<file path="src/rtl/neuron_argmax_collector.sv">
// Classification tail of the output layer: captures one neuron result per busy fall and
// tracks the signed maximum and its arrival index over NUM_CLASSES results.
module neuron_argmax_collector #(
    parameter int NUM_CLASSES = 4,
    parameter int DATA_W      = 20,
    parameter int IDX_W       = 8
) (
    input  logic              clk,
    input  logic              reset,
    input  logic              clear,
    input  logic              src_busy,
    input  logic [DATA_W-1:0] src_value,
    input  logic              result_ack,
    output logic              result_valid,
    output logic [IDX_W-1:0]  result_index,
    output logic [DATA_W-1:0] max_value,
    output logic [IDX_W-1:0]  sample_count,
    output logic              dropped
);

    typedef enum logic {
        COLLECT,
        DONE
    } state_t;

    localparam logic [IDX_W-1:0] LAST_IDX = IDX_W'(NUM_CLASSES - 1);

    state_t            state, state_next;
    logic              busy_q;
    logic              strobe;
    logic [IDX_W-1:0]  index_next;
    logic [DATA_W-1:0] max_next;
    logic [IDX_W-1:0]  count_next;
    logic              dropped_next;

    // The neuron drops busy on the same edge it updates its output, so the value is
    // already stable during the strobe cycle.
    assign strobe       = busy_q & ~src_busy;
    assign result_valid = (state == DONE);

    always_ff @(posedge clk or negedge reset) begin
        if (!reset) begin
            state        <= COLLECT;
            busy_q       <= 1'b0;
            result_index <= '0;
            max_value    <= '0;
            sample_count <= '0;
            dropped      <= 1'b0;
        end else begin
            state        <= state_next;
            busy_q       <= src_busy;
            result_index <= index_next;
            max_value    <= max_next;
            sample_count <= count_next;
            dropped      <= dropped_next;
        end
    end

    always_comb begin
        state_next   = state;
        index_next   = result_index;
        max_next     = max_value;
        count_next   = sample_count;
        dropped_next = dropped;

        // clear outranks everything; a coincident strobe is lost rather than deferred
        if (clear) begin
            state_next   = COLLECT;
            count_next   = '0;
            dropped_next = 1'b0;
        end else begin
            case (state)
                COLLECT: begin
                    if (strobe) begin
                        // strict greater-than so ties keep the earlier index
                        if (sample_count == '0 ||
                            $signed(src_value) > $signed(max_value)) begin
                            max_next   = src_value;
                            index_next = sample_count;
                        end
                        count_next = sample_count + 1'b1;
                        if (sample_count == LAST_IDX) begin
                            state_next = DONE;
                        end
                    end
                end
                DONE: begin
                    if (strobe) begin
                        dropped_next = 1'b1;
                    end
                    if (result_ack) begin
                        state_next = COLLECT;
                        count_next = '0;
                    end
                end
                default: begin
                    state_next = COLLECT;
                end
            endcase
        end
    end

endmodule

</file>
<file path="config.mk">
export PLATFORM = sky130hd
export DESIGN_NAME = neuron_argmax_collector
export DESIGN_NICKNAME = d
export VERILOG_FILES = /design/src/rtl/neuron_argmax_collector.sv
export SDC_FILE = /design/constraint.sdc
export NUM_CORES = 1
export LEC_CHECK = 0
export ABC_AREA = 1
export CAP_MARGIN = 15
export CORE_AREA = 5 5 74 76
export CTS_CLUSTER_DIAMETER = 60
export DETAILED_ROUTE_END_ITERATION = 12
export DIE_AREA = 0 0 79 81
export PLACE_DENSITY = 0.83
export SLEW_MARGIN = 25
export SYNTH_ARGS = -nofsm -noshare
export SYNTH_HDL_FRONTEND = slang
export SYNTH_SLANG_ARGS = --single-unit
</file>
<file path="constraint.sdc">
create_clock -name clk -period 4.8 [get_ports clk]
set_input_delay 0.96 -clock clk [delete_from_list [all_inputs] [get_ports clk]]
set_output_delay 0.96 -clock clk [all_outputs]
set_load 0.02 [all_outputs]
</file>
==> summary.txt <==
Status -> finished, final reports clean
PortBufs -> 62
Seq cells post-synth -> 39
Fin. max-slew vios -> 0
Worst path bufs/invs -> 2
Register area share after synthesis -> 40.4%
Chip height -> 81 um
# IOs -> 63
Post-synth EDFFs -> 0
Crit-path max cell delay -> 0.44 ns
Post-route ant nets -> 0
Final nets -> 399
Worst path required time -> 5.03 ns
Dpl hpwl -> 4050 um
CTS tree -> yes
Setup violations, final -> 0
Hold slack -> 0.504 ns
Clk_skew -> 0.00657 ns
WL/cell -> 12.9 um
Switching share of power -> 41.9%
Row count -> 25
Final worst-path cycle share -> 62.5%
GR Util All Layers -> 17.8%
N_diodes -> 0
Slew margin rel. -> 43.4%
Gr ovfl total -> 0
Flop pwr share -> 34.6%
Register Area -> 976 um^2
Crit end category -> register
CP max FO -> 18
Clk buf depth -> 2
Syn_area_per_cell -> 8.36 um^2
Gpl congestion -> 0.846
RSZ-0062 raised after global routing -> false
DR vias -> 2057
Crit-path most repeated cell -> nand2_2
Post-Syn Area -> 2420 um^2
Clk_lat worst skew -> 0.29 ns
Clock Sinks -> 39
Chip width -> 79 um
Filler cell count -> 373
Clock Tree Root -> clkbuf_8
Largest net degree at the start of global routing -> 40
Clock power share -> 14.6%
Peak VDD IR -> 0.206 mV
Area of the multi-input gates -> 1170 um^2
Post-CTS sizing -> 0
Net load switching power -> 633 uW
DRT Pass-1 Iters -> 4
Cell Pwr Density -> 487 nW/um^2
CP Class -> input pin to register
Share of cells above drive strength 1 -> 10.8%
Setup Buffers After CTS -> 0
Antenna violations before repair -> 0
Final min period -> 3.00 ns
Worst-path cell chain -> clkdlybuf4s50_1, ha_1, nand2_2, nor2_4, nand2_2, nor2_4, nand2_2, nand4_1, nand2_1, nand2_2, buf_4, nand3_1, nand2_1
Commonest non-fill, non-tap cell in the layout -> nand2_1
Clk pin slew, worst setup/hold paths -> 0.08 ns
Post-synth top flop -> dfrtp_1
Vias/cell -> 5.05
FMAX -> 333 MHz
Arrival @ worst endpoint -> 3.23 ns
CP max-delay cell -> clkdlybuf4s50_1
Final hold vios -> 0
Core area -> 4660 um^2
Path type of the worst min-delay path -> register to register
Syn-to-layout area delta -> 28.6%
CP Launch Type -> input pin
Most frequent cells in the layout -> 90 x nand2_1, 61 x clkdlybuf4s50_1, 46 x inv_1
H-tree levels -> 2
Count of cell types in the netlist -> 24
Leakage -> 1.57 nW
Comb power frac -> 50.8%
Internal power -> 878 uW
Cts-stage hold buffer count -> 0
DRC Markers -> 0
Die ar. -> 6400 um^2
Initial Util -> 51.8%
Syn nets -> 336
Syn Inst Count -> 289
Yosys warning count -> 0
First-pass GRT wire length -> 9140 um
Max_cap viols -> 0
Number of global-route vias before repair -> 2023
Family with the most delay on the worst path -> simple AND/OR/NAND/NOR gates
Worst Tran Pin Value -> 0.849 ns
Async set-or-reset flop fraction in the synthesized netlist -> 100%
Drt total wl -> 5270 um
Initial DRC count -> 99
CTS Buf Count -> 5
Setup TNS Final -> 0 ns
power groups by stage:
stage | clock network [mW] | logic, mW | registers [mW]
after floorplan | 0 | 0.370 | 0.629
after global placement | 0 | 0.747 | 0.526
after detailed placement | 0 | 0.779 | 0.527
after CTS | 0.225 | 0.781 | 0.523
after global routing | 0.238 | 0.865 | 0.538
final | 0.221 | 0.769 | 0.523
flip-flops by register name, summed over array words and instances (netlist names):
name and flops:
result_valid 1, max_value 20, result_index 8, sample_count 8, busy_q 1, dropped 1
stage by stage:
stage | util, % | total power [mW] | cell area (um^2) | cells | setup slack [ns]
detailed placement | 64.8 | 1.31 | 3020 | 399 | 1.51
CTS | 66.7 | 1.53 | 3110 | 407 | 1.81
floorplan | - | 0.999 | 2420 | 289 | 2.35
global placement | 64.8 | 1.27 | 3020 | 399 | 1.61
finish | 66.7 | 1.51 | 3110 | 407 | 1.80
global route | 66.7 | 1.64 | 3110 | 407 | 1.63
per-layer routing:
layer / track usage, % / vias up / routed length, um
met5: 0 / - / 0
met4: 4.64 / 0 / 65
met3: 4.99 / 6 / 337
met2: 30.6 / 54 / 2500
met1: 22.0 / 959 / 2360
li1: - / 1038 / -
kinds of logic after synthesis:
kind of cell	count (synthesis)	share of synthesized area, %
AND/OR/NAND/NOR	156	33.1
adder cells (fa/ha/maj)	22	11.4
AO/OA/AOI/OAI	18	4.09
flip-flops	39	40.4
buffers and inverters	54	11.0
Yosys cell counts (3+ instances only):
master / instances / area, um^2
nor3b_1: 6 / 45.0
inv_1: 46 / 173
nand2_1: 90 / 338
dfrtp_1: 39 / 976
o21ai_0: 6 / 30.0
nand3_1: 13 / 65.1
nor2_1: 12 / 45.0
a21oi_1: 8 / 40.0
nor3_1: 4 / 20.0
buf_6: 3 / 33.8
nand2_2: 4 / 25.0
nand3_2: 21 / 210
ha_1: 22 / 275
area by class of cell:
cell class                 count  area share, %
timing repair buffer          64           20.3
sequential                    39           31.4
multi-input combinational    196           37.8
inverter                      46           5.56
clock buffer                   6           2.34
clock inverter                 2          0.403
tap                           54           2.17
worst paths after layout:
check / from / cells past startpoint / endpoint / slack (ns)
setup reg to reg: max_value[19] / 13 / max_value[0] / 2.48
hold reg to reg: dropped / 1 / dropped / 0.50
setup / recovery: src_value[19] / 13 / max_value[0] / 1.80
hold / removal: dropped / 1 / dropped / 0.50
max in group asynchronous: reset / 1 / max_value[9] / 3.50
min in group asynchronous: reset / 1 / max_value[11] / 0.77
Power figures use the tool's default switching activity.
==> RTL edit, RTL diff (same settings) <==
Register the output `sample_count` once more, with the module's reset; this adds one clock of latency there. The other outputs are not delayed to match.
--- a/src/rtl/neuron_argmax_collector.sv
+++ b/src/rtl/neuron_argmax_collector.sv
@@ -26,4 +26,6 @@
     localparam logic [IDX_W-1:0] LAST_IDX = IDX_W'(NUM_CLASSES - 1);
 
+    logic [IDX_W-1:0] sample_count_s0;
+
     state_t            state, state_next;
     logic              busy_q;
@@ -45,5 +47,5 @@
             result_index <= '0;
             max_value    <= '0;
-            sample_count <= '0;
+            sample_count_s0 <= '0;
             dropped      <= 1'b0;
         end else begin
@@ -52,5 +54,5 @@
             result_index <= index_next;
             max_value    <= max_next;
-            sample_count <= count_next;
+            sample_count_s0 <= count_next;
             dropped      <= dropped_next;
         end
@@ -61,5 +63,5 @@
         index_next   = result_index;
         max_next     = max_value;
-        count_next   = sample_count;
+        count_next   = sample_count_s0;
         dropped_next = dropped;
 
@@ -74,11 +76,11 @@
                     if (strobe) begin
                         // strict greater-than so ties keep the earlier index
-                        if (sample_count == '0 ||
+                        if (sample_count_s0 == '0 ||
                             $signed(src_value) > $signed(max_value)) begin
                             max_next   = src_value;
-                            index_next = sample_count;
+                            index_next = sample_count_s0;
                         end
-                        count_next = sample_count + 1'b1;
-                        if (sample_count == LAST_IDX) begin
+                        count_next = sample_count_s0 + 1'b1;
+                        if (sample_count_s0 == LAST_IDX) begin
                             state_next = DONE;
                         end
@@ -101,4 +103,12 @@
     end
 
+    always_ff @(posedge clk or negedge reset) begin
+        if (!reset) begin
+            sample_count <= '0;
+        end else begin
+            sample_count <= sample_count_s0;
+        end
+    end
+
 endmodule
 
Formal check against the unedited RTL: not equivalent (Yosys sat finds a counterexample within 4 cycles, from zero or initial values and one cycle with reset low).
==> RTL edit against the unedited design <==
Area after synthesis grew 5.0%. Combinational power shrank 5.9%. Sequential cell count grew 8. Setup slack got worse by 0.090 ns. Final area increased by 4.5%. Wire length increased by 3.1%. Power grew 4.3%. Clock power up 29%. Critical endpoint is now max_value[13]. Highest routed layer unchanged.
==> RTL edit: results <==
[global_routing]
grt_pass1_vias = 2238
grt_usage = 0.187
grt_pass1_wl_mm = 9.50

[timing]
period_minus_slack_ns = 3.09
clock-skew-final_ns = 0.00434
slew_headroom = 0.428
fin_hold_ws_ns = 0.459

[place]
hpwlAfterDp_mm = 3.91
placed_cell_area_um2 = 3140
pre_cts_ws_ns = 1.40
gp_congestion = 0.780

[logic_synthesis]
synth.net_count = 344
async_flop_share = 1.00
netlist_instances = 297
ys_top_cells_by_area = dfrtp_1, nand2_1, ha_1
yosysUniqueCellTypes = 20
yosys-top-cells-count = nand2_1, dfrtp_1, inv_1
synth_seq_area_share = 0.464

[layout]
drive_gt1_frac = 0.0726
fin_nets = 405
fill_cells = 353

[pwr]
p_leak_nw = 1.65
irDropWorstVdd_mv = 0.230

[detailed_routing]
wl_met2_mm = 2.71
drtIter0Drc = 158
drt_wl_total_mm = 5.43
wl_per_cell_um = 13.2
met3WireLength_um = 298
via_per_inst = 5.14
wl_met1_mm = 2.36

[min_path]
hp-start = sample_count_s0[6]
hold_depth = 0
hold_end = sample_count[6]

[critical_path]
worstPathMaxFanout = 29
arrival_ns = 3.29
regToRegSetupSlack_ns = 2.40
timing.rr.end = max_value[13]

[clock_network]
postCtsSetupBuffers = 0

[status]
run_status = complete, no violations
[RTL edit: cell type report]
cell class,count,area share
repair buffers,62,0.190
clock inverters,1,0.00925
well taps,54,0.0208
flip-flops and latches,47,0.362
multi-input cells,199,0.345
inverters,43,0.0497
clock buffers,6,0.0224
[RTL edit: metal layers]
metal,vias up,global-route usage
met5,-,0
met4,0,0.0670
met3,7,0.0510
met2,53,0.340
met1,1004,0.211
li1,1055,-
[RTL edit: critical path: cells and delay by family]
| kind | cells | cell delay, ns |
|---|---|---|
| AND/OR/NAND/NOR | 11 | 1.51 |
| buffers and inverters | 1 | 0.45 |
| adder cells (fa/ha/maj) | 1 | 0.36 |
[RTL edit: cell families after synthesis]
logic type,synth area share
simple gates,0.286
flops,0.464
fa+ha+maj,0.109
buf+inv,0.0972
compound gates,0.0444
[RTL edit: power breakdown]
part	internal, mW	total [mW]	switching [mW]
logic	0.311	0.724	0.413
registers	0.491	0.569	0.0784
clock network	0.153	0.284	0.131
